<file path="config.mk">
export PLATFORM = sky130hd
export DESIGN_NAME = arm_prefetch_unit
export DESIGN_NICKNAME = d
export VERILOG_FILES = /design/src/rtl/arm_prefetch_unit.sv
export SDC_FILE = /design/constraint.sdc
export NUM_CORES = 1
export LEC_CHECK = 0
export CELL_PAD_IN_SITES_DETAIL_PLACEMENT = 1
export CELL_PAD_IN_SITES_GLOBAL_PLACEMENT = 2
export CORE_ASPECT_RATIO = 0.7
export CORE_MARGIN = 2
export CORE_UTILIZATION = 43
export DETAILED_ROUTE_END_ITERATION = 8
export PLACE_DENSITY = 0.95
export SLEW_MARGIN = 40
export SYNTH_ARGS = -nofsm -noshare
export SYNTH_HDL_FRONTEND = slang
export SYNTH_SLANG_ARGS = --single-unit
</file>
<file path="constraint.sdc">
create_clock -name i_clk -period 7.75 [get_ports i_clk]
set_input_delay 0.775 -clock i_clk [delete_from_list [all_inputs] [get_ports i_clk]]
set_output_delay 0.775 -clock i_clk [all_outputs]
set_load 0.005 [all_outputs]
</file>
<file path="src/rtl/arm_prefetch_unit.sv">
// ============================================================================
// arm_prefetch_unit
// ----------------------------------------------------------------------------
// Instruction front-end for the pipelined ARM core. A PC generator issues one
// word fetch per cycle into a DEPTH-entry prefetch queue. The queue separates
// instruction-memory reads from decode stalls. Every entry carries the
// instruction and its fetch address + 8, which is the value decode returns for
// R15 reads. A taken branch or PC write (i_redirect) flushes the queue and
// restarts fetching at the new address.
//
// Parameters
//   DATA_W    instruction width
//   ADDR_W    PC / address width
//   DEPTH     queue entries (power of two, >= 2)
//   RESET_PC  fetch address after reset (word aligned)
//
// Ports
//   i_clk           clock, all state changes on the rising edge
//   i_reset         synchronous active-high reset
//   o_imem_addr     fetch address (the internal fetch PC)
//   o_imem_req      a fetch happens this cycle; i_imem_data is captured at
//                   the next edge
//   i_imem_data     instruction at o_imem_addr (combinational memory)
//   i_redirect      taken branch / PC write from a later stage
//   i_redirect_pc   new fetch address, bits [1:0] ignored
//   o_deq_valid     queue head holds a valid instruction
//   i_deq_ready     decode accepts the head this cycle
//   o_deq_instr     head instruction
//   o_deq_pc_plus8  head fetch address + 8
//   o_count         occupied entries, 0..DEPTH
// ============================================================================
module arm_prefetch_unit #(
  parameter int                DATA_W   = 32,
  parameter int                ADDR_W   = 32,
  parameter int                DEPTH    = 4,
  parameter logic [ADDR_W-1:0] RESET_PC = {ADDR_W{1'b0}}
) (
  input  logic                       i_clk,
  input  logic                       i_reset,
  output logic [ADDR_W-1:0]          o_imem_addr,
  output logic                       o_imem_req,
  input  logic [DATA_W-1:0]          i_imem_data,
  input  logic                       i_redirect,
  input  logic [ADDR_W-1:0]          i_redirect_pc,
  output logic                       o_deq_valid,
  input  logic                       i_deq_ready,
  output logic [DATA_W-1:0]          o_deq_instr,
  output logic [ADDR_W-1:0]          o_deq_pc_plus8,
  output logic [$clog2(DEPTH+1)-1:0] o_count
);

  localparam int PTR_W = $clog2(DEPTH);
  localparam int CNT_W = $clog2(DEPTH+1);

  // Architectural state
  logic [ADDR_W-1:0] r_fetch_pc;
  logic [PTR_W-1:0]  r_wr_ptr;
  logic [PTR_W-1:0]  r_rd_ptr;
  logic [CNT_W-1:0]  r_count;

  // Queue storage; deliberately not reset, since count alone defines validity
  logic [DATA_W-1:0] r_instr_q [DEPTH];
  logic [ADDR_W-1:0] r_pc8_q   [DEPTH];

  // Handshake and next-state wires
  logic              w_full;
  logic              w_deq_valid;
  logic              w_deq;
  logic              w_enq;
  logic [ADDR_W-1:0] w_redirect_pc_aligned;
  logic [ADDR_W-1:0] w_fetch_pc_plus4;
  logic [ADDR_W-1:0] w_fetch_pc_plus8;
  logic [ADDR_W-1:0] w_fetch_pc_nxt;
  logic [PTR_W-1:0]  w_wr_ptr_nxt;
  logic [PTR_W-1:0]  w_rd_ptr_nxt;
  logic [CNT_W-1:0]  w_count_nxt;

  // --------------------------------------------------------------------------
  // Handshake. The head is hidden during a redirect so decode can never take a
  // wrong-path instruction. A full queue can still accept a fetch when the
  // head leaves in the same cycle. Reset and redirect both suppress the fetch.
  // --------------------------------------------------------------------------
  assign w_full      = (r_count == CNT_W'(DEPTH));
  assign w_deq_valid = (r_count != {CNT_W{1'b0}}) & ~i_redirect;
  assign w_deq       = w_deq_valid & i_deq_ready;
  assign w_enq       = ~i_reset & ~i_redirect & (~w_full | w_deq);

  // The mask keeps every bit of i_redirect_pc in use while forcing word alignment
  assign w_redirect_pc_aligned = i_redirect_pc & {{(ADDR_W-2){1'b1}}, 2'b00};

  // PC arithmetic wraps modulo 2^ADDR_W on purpose: no overflow detection
  assign w_fetch_pc_plus4 = r_fetch_pc + ADDR_W'(4);
  assign w_fetch_pc_plus8 = r_fetch_pc + ADDR_W'(8);

  // Next-state logic for PC, pointers and occupancy. Redirect overrides enq/deq.
  always_comb begin
    w_fetch_pc_nxt = r_fetch_pc;
    w_wr_ptr_nxt   = r_wr_ptr;
    w_rd_ptr_nxt   = r_rd_ptr;
    w_count_nxt    = r_count;

    if (i_redirect) begin
      // Flush: read pointer jumps to the write pointer, stale entries remain
      // in storage but become unreachable
      w_fetch_pc_nxt = w_redirect_pc_aligned;
      w_rd_ptr_nxt   = r_wr_ptr;
      w_count_nxt    = {CNT_W{1'b0}};
    end else begin
      if (w_enq) begin
        w_fetch_pc_nxt = w_fetch_pc_plus4;
        w_wr_ptr_nxt   = r_wr_ptr + PTR_W'(1);
      end else begin
        w_fetch_pc_nxt = r_fetch_pc;
        w_wr_ptr_nxt   = r_wr_ptr;
      end

      if (w_deq) begin
        w_rd_ptr_nxt = r_rd_ptr + PTR_W'(1);
      end else begin
        w_rd_ptr_nxt = r_rd_ptr;
      end

      case ({w_enq, w_deq})
        2'b10:   w_count_nxt = r_count + CNT_W'(1);
        2'b01:   w_count_nxt = r_count - CNT_W'(1);
        default: w_count_nxt = r_count;
      endcase
    end
  end

  // State registers with synchronous reset. Reset takes priority over redirect.
  always_ff @(posedge i_clk) begin
    if (i_reset) begin
      r_fetch_pc <= RESET_PC;
      r_wr_ptr   <= {PTR_W{1'b0}};
      r_rd_ptr   <= {PTR_W{1'b0}};
      r_count    <= {CNT_W{1'b0}};
    end else begin
      r_fetch_pc <= w_fetch_pc_nxt;
      r_wr_ptr   <= w_wr_ptr_nxt;
      r_rd_ptr   <= w_rd_ptr_nxt;
      r_count    <= w_count_nxt;
    end
  end

  // Queue write port: capture the fetched word together with its PC+8 tag
  always_ff @(posedge i_clk) begin
    if (w_enq) begin
      r_instr_q[r_wr_ptr] <= i_imem_data;
      r_pc8_q[r_wr_ptr]   <= w_fetch_pc_plus8;
    end
  end

  // Outputs. There is no bypass path, so the head always comes from storage.
  assign o_imem_addr    = r_fetch_pc;
  assign o_imem_req     = w_enq;
  assign o_deq_valid    = w_deq_valid;
  assign o_deq_instr    = r_instr_q[r_rd_ptr];
  assign o_deq_pc_plus8 = r_pc8_q[r_rd_ptr];
  assign o_count        = r_count;

endmodule

</file>
==> impl_metrics.tcl <==
set metrics [dict create \
    vias 6499 \
    die-area_mm2 0.02854 \
    totalWireLength_um 27260 \
    drive_above_1_share_pct 15.27 \
    overflow 0 \
    finalCritPeriodShare_pct 47.31 \
    cts-hold-fix-buffers 0 \
    core_mm2 0.02671 \
    cp_cell_sequence "buf_6 -> mux4_2 -> clkdlybuf4s50_1" \
    crit_family "buffers and inverters" \
    post-dp-hpwl_um 18200 \
    worst_setup_path_start_kind "register" \
    syn_inst 658 \
    cts_buffer_depth 3 \
    clk_pin_slew_ps 60 \
    hold_viol_final 0 \
    io_pins 169 \
    antenna_found_initial 1 \
    timing.setup.tns_ps 0 \
    cpPeakStageDelay_ps 610 \
    ant_nets 0 \
    worstMarginPinSlew_ps 698.2 \
    power_density_mw_per_mm2 233.3 \
    post-cts-setup-buffers 0 \
    slowest_stage "dfxtp_4" \
    ys_top_cells_by_count "edfxtp_1, mux4_2, nor2_1" \
    wl_per_cell_um 22.66 \
    h-tree-depth 1 \
    slew_headroom_pct 53.02 \
    rows 50 \
    cts.repair.resized 0 \
    place_congestion 0.7789 \
    yosys_warnings 0 \
    drv_slew 0 \
    placed_cells 1155 \
    netlist_top_cells_area "edfxtp_1, mux4_2, dfxtp_1, xnor2_1, nor2_1" \
    remaining_drc_errors 0 \
    grt_pass1_vias 6954 \
    place_area_mm2 0.01367 \
    register_area_mm2 0.008235 \
    nFillCells 2443 \
    synth_cell_types 58 \
    grt.total_usage_pct 19.25 \
    min_path_type "reg -> reg" \
    finalCriticalPeriod_ps 3666 \
    viasPerCell 5.402 \
    yosysMostFrequentCell "edfxtp_1" \
    p_total_mw 3.392 \
    start_util_pct 43.76 \
    setup-violations-final 0 \
    cp_data_arrival_time_ps 2890 \
    worst-path-buf-inv 2 \
    rsz0062_at_grt "no" \
    yosysTopAreaCellShare_pct 63.71 \
    peakVddDrop_uv 175.7 \
    yosys_register_bits 287 \
    yosysTopAreaCell "edfxtp_1" \
    synth_flop_cell "edfxtp_1" \
    area_growth_pct 24.41 \
    async_reset_ff_share_pct 0 \
    fin_skew_ps 8.791 \
    grt_pass1_wl_um 41830 \
    insertion_delay_ps 550 \
    cts_tree "done" \
    fin_ws_ps 4084 \
    cts_made_buffers 28 \
    crit_type "reg -> out" \
    seq_area_frac_synth_pct 70.39 \
    synth-edff-count 248 \
    grt_start_max_net_pins 50 \
    crit_path_end_kind "output pin" \
    outcome "finished clean" \
    multiInputGateArea_mm2 0.003192 \
    cp_max_fo 44 \
    io_buffers 162 \
    layout.cells.non_filler 1203 \
    fin_nets 896 \
    syn_area_mm2 0.01169 \
    cts_root_buffer "clkbuf_16" \
    dp_slack_ps 4093 \
    leakage_nw 4.662 \
    dr.first_iter.drc_count 351 \
    fmax_mhz 272.7 \
    fp.dieH_um 141.9 \
    stdcell_area_mm2 0.01454 \
    post_synth.cell_area_avg_um2 17.76 \
    cts_num_sinks 287 \
    dieWidth_um 201.1 \
    cp.required_ps 6970 \
    firstDrtPassIters 5 \
    cap_violations 0 \
]
[layer usage]
| layer | up-vias | part of all wire [%] | routed length, um | global-route usage [%] |
|---|---|---|---|---|
| li1 | 2920 | - | - | - |
| met1 | 3335 | 46 | 12480 | 27.65 |
| met2 | 206 | 46 | 12640 | 31.03 |
| met3 | 38 | 6.4 | 1743 | 3.869 |
| met4 | 0 | 1.5 | 397 | 3.509 |
| met5 | - | 0 | 0 | 0 |
[placed cells by master (no fill, tap or decap), types with 5 or more instances in the layout]
cell,n
nand3_1,12
dfxtp_1,37
edfxtp_1,248
nand4_1,13
clkbuf_1,6
xnor2_1,33
nor2_1,46
nor4_1,7
a211oi_1,20
o21ai_0,5
xor2_1,19
clkdlybuf4s50_1,162
clkbuf_16,28
ha_1,6
buf_4,5
mux4_2,62
buf_12,5
nand2_1,24
inv_1,7
nor3_1,14
clkinv_1,6
[where the power goes]
part | leakage [nW] | internal [mW] | total, mW | switching (mW)
registers | 2.59 | 1.73 | 1.78 | 0.0430
clock network | 0.413 | 0.727 | 1.28 | 0.554
logic | 1.66 | 0.191 | 0.335 | 0.144
[flip-flops by register name, summed over array words and instances (netlist names), named ones only]
signal       cells
o_imem_addr     30
r_rd_ptr         2
r_instr_q      128
r_pc8_q        120
o_count          3
r_wr_ptr         2
[tightest hold or removal path: stages, from the launching register on]
cell and delay [ps]:
dfxtp_1 320, xnor2_1 70, nor2_1 80, a211oi_1 50
[worst paths after layout]
path | cells after the start | end | slack, ps | startpoint
setup / recovery | 3 | o_deq_pc_plus8[13] | 4080 | register
hold / removal | 3 | register | 570 | r_rd_ptr[1]
setup reg to reg | 6 | r_pc8_q[2][23] | 5140 | o_imem_addr[3]
hold reg to reg | 3 | register | 570 | r_rd_ptr[1]
[cell type report]
| type | instances | area share [%] |
|---|---|---|
| Clock inverter | 13 | 0.9121 |
| Timing Repair Buffer | 173 | 12.18 |
| Clock buffer | 34 | 4.973 |
| Inverter | 8 | 0.2065 |
| Tap cell | 364 | 3.132 |
| Antenna cell | 1 | 0.01721 |
| Sequential cell | 287 | 56.63 |
| Multi-Input combinational cell | 323 | 21.95 |
[kinds of logic after synthesis]
logic type | count (synthesis) | share of synthesized area [%]
other | 1 | 0.03208
flip-flops | 287 | 70.39
buffers and inverters | 51 | 2.719
AND/OR/NAND/NOR | 150 | 7.001
XOR/XNOR | 52 | 3.896
multiplexers | 66 | 12.29
AO/OA/AOI/OAI | 44 | 2.858
adder cells (fa/ha/maj) | 7 | 0.8135
[metrics by stage]
step           util [%]  hold slack, ps
2_1_floorplan         -           525.3
3_3_place_gp      50.74           554.3
3_5_place_dp      51.19           562.3
4_1_cts           54.39           572.2
5_1_grt           54.43           621.8
6_report          54.44           567.6
Note: power is estimated with default switching activity, not from simulation.
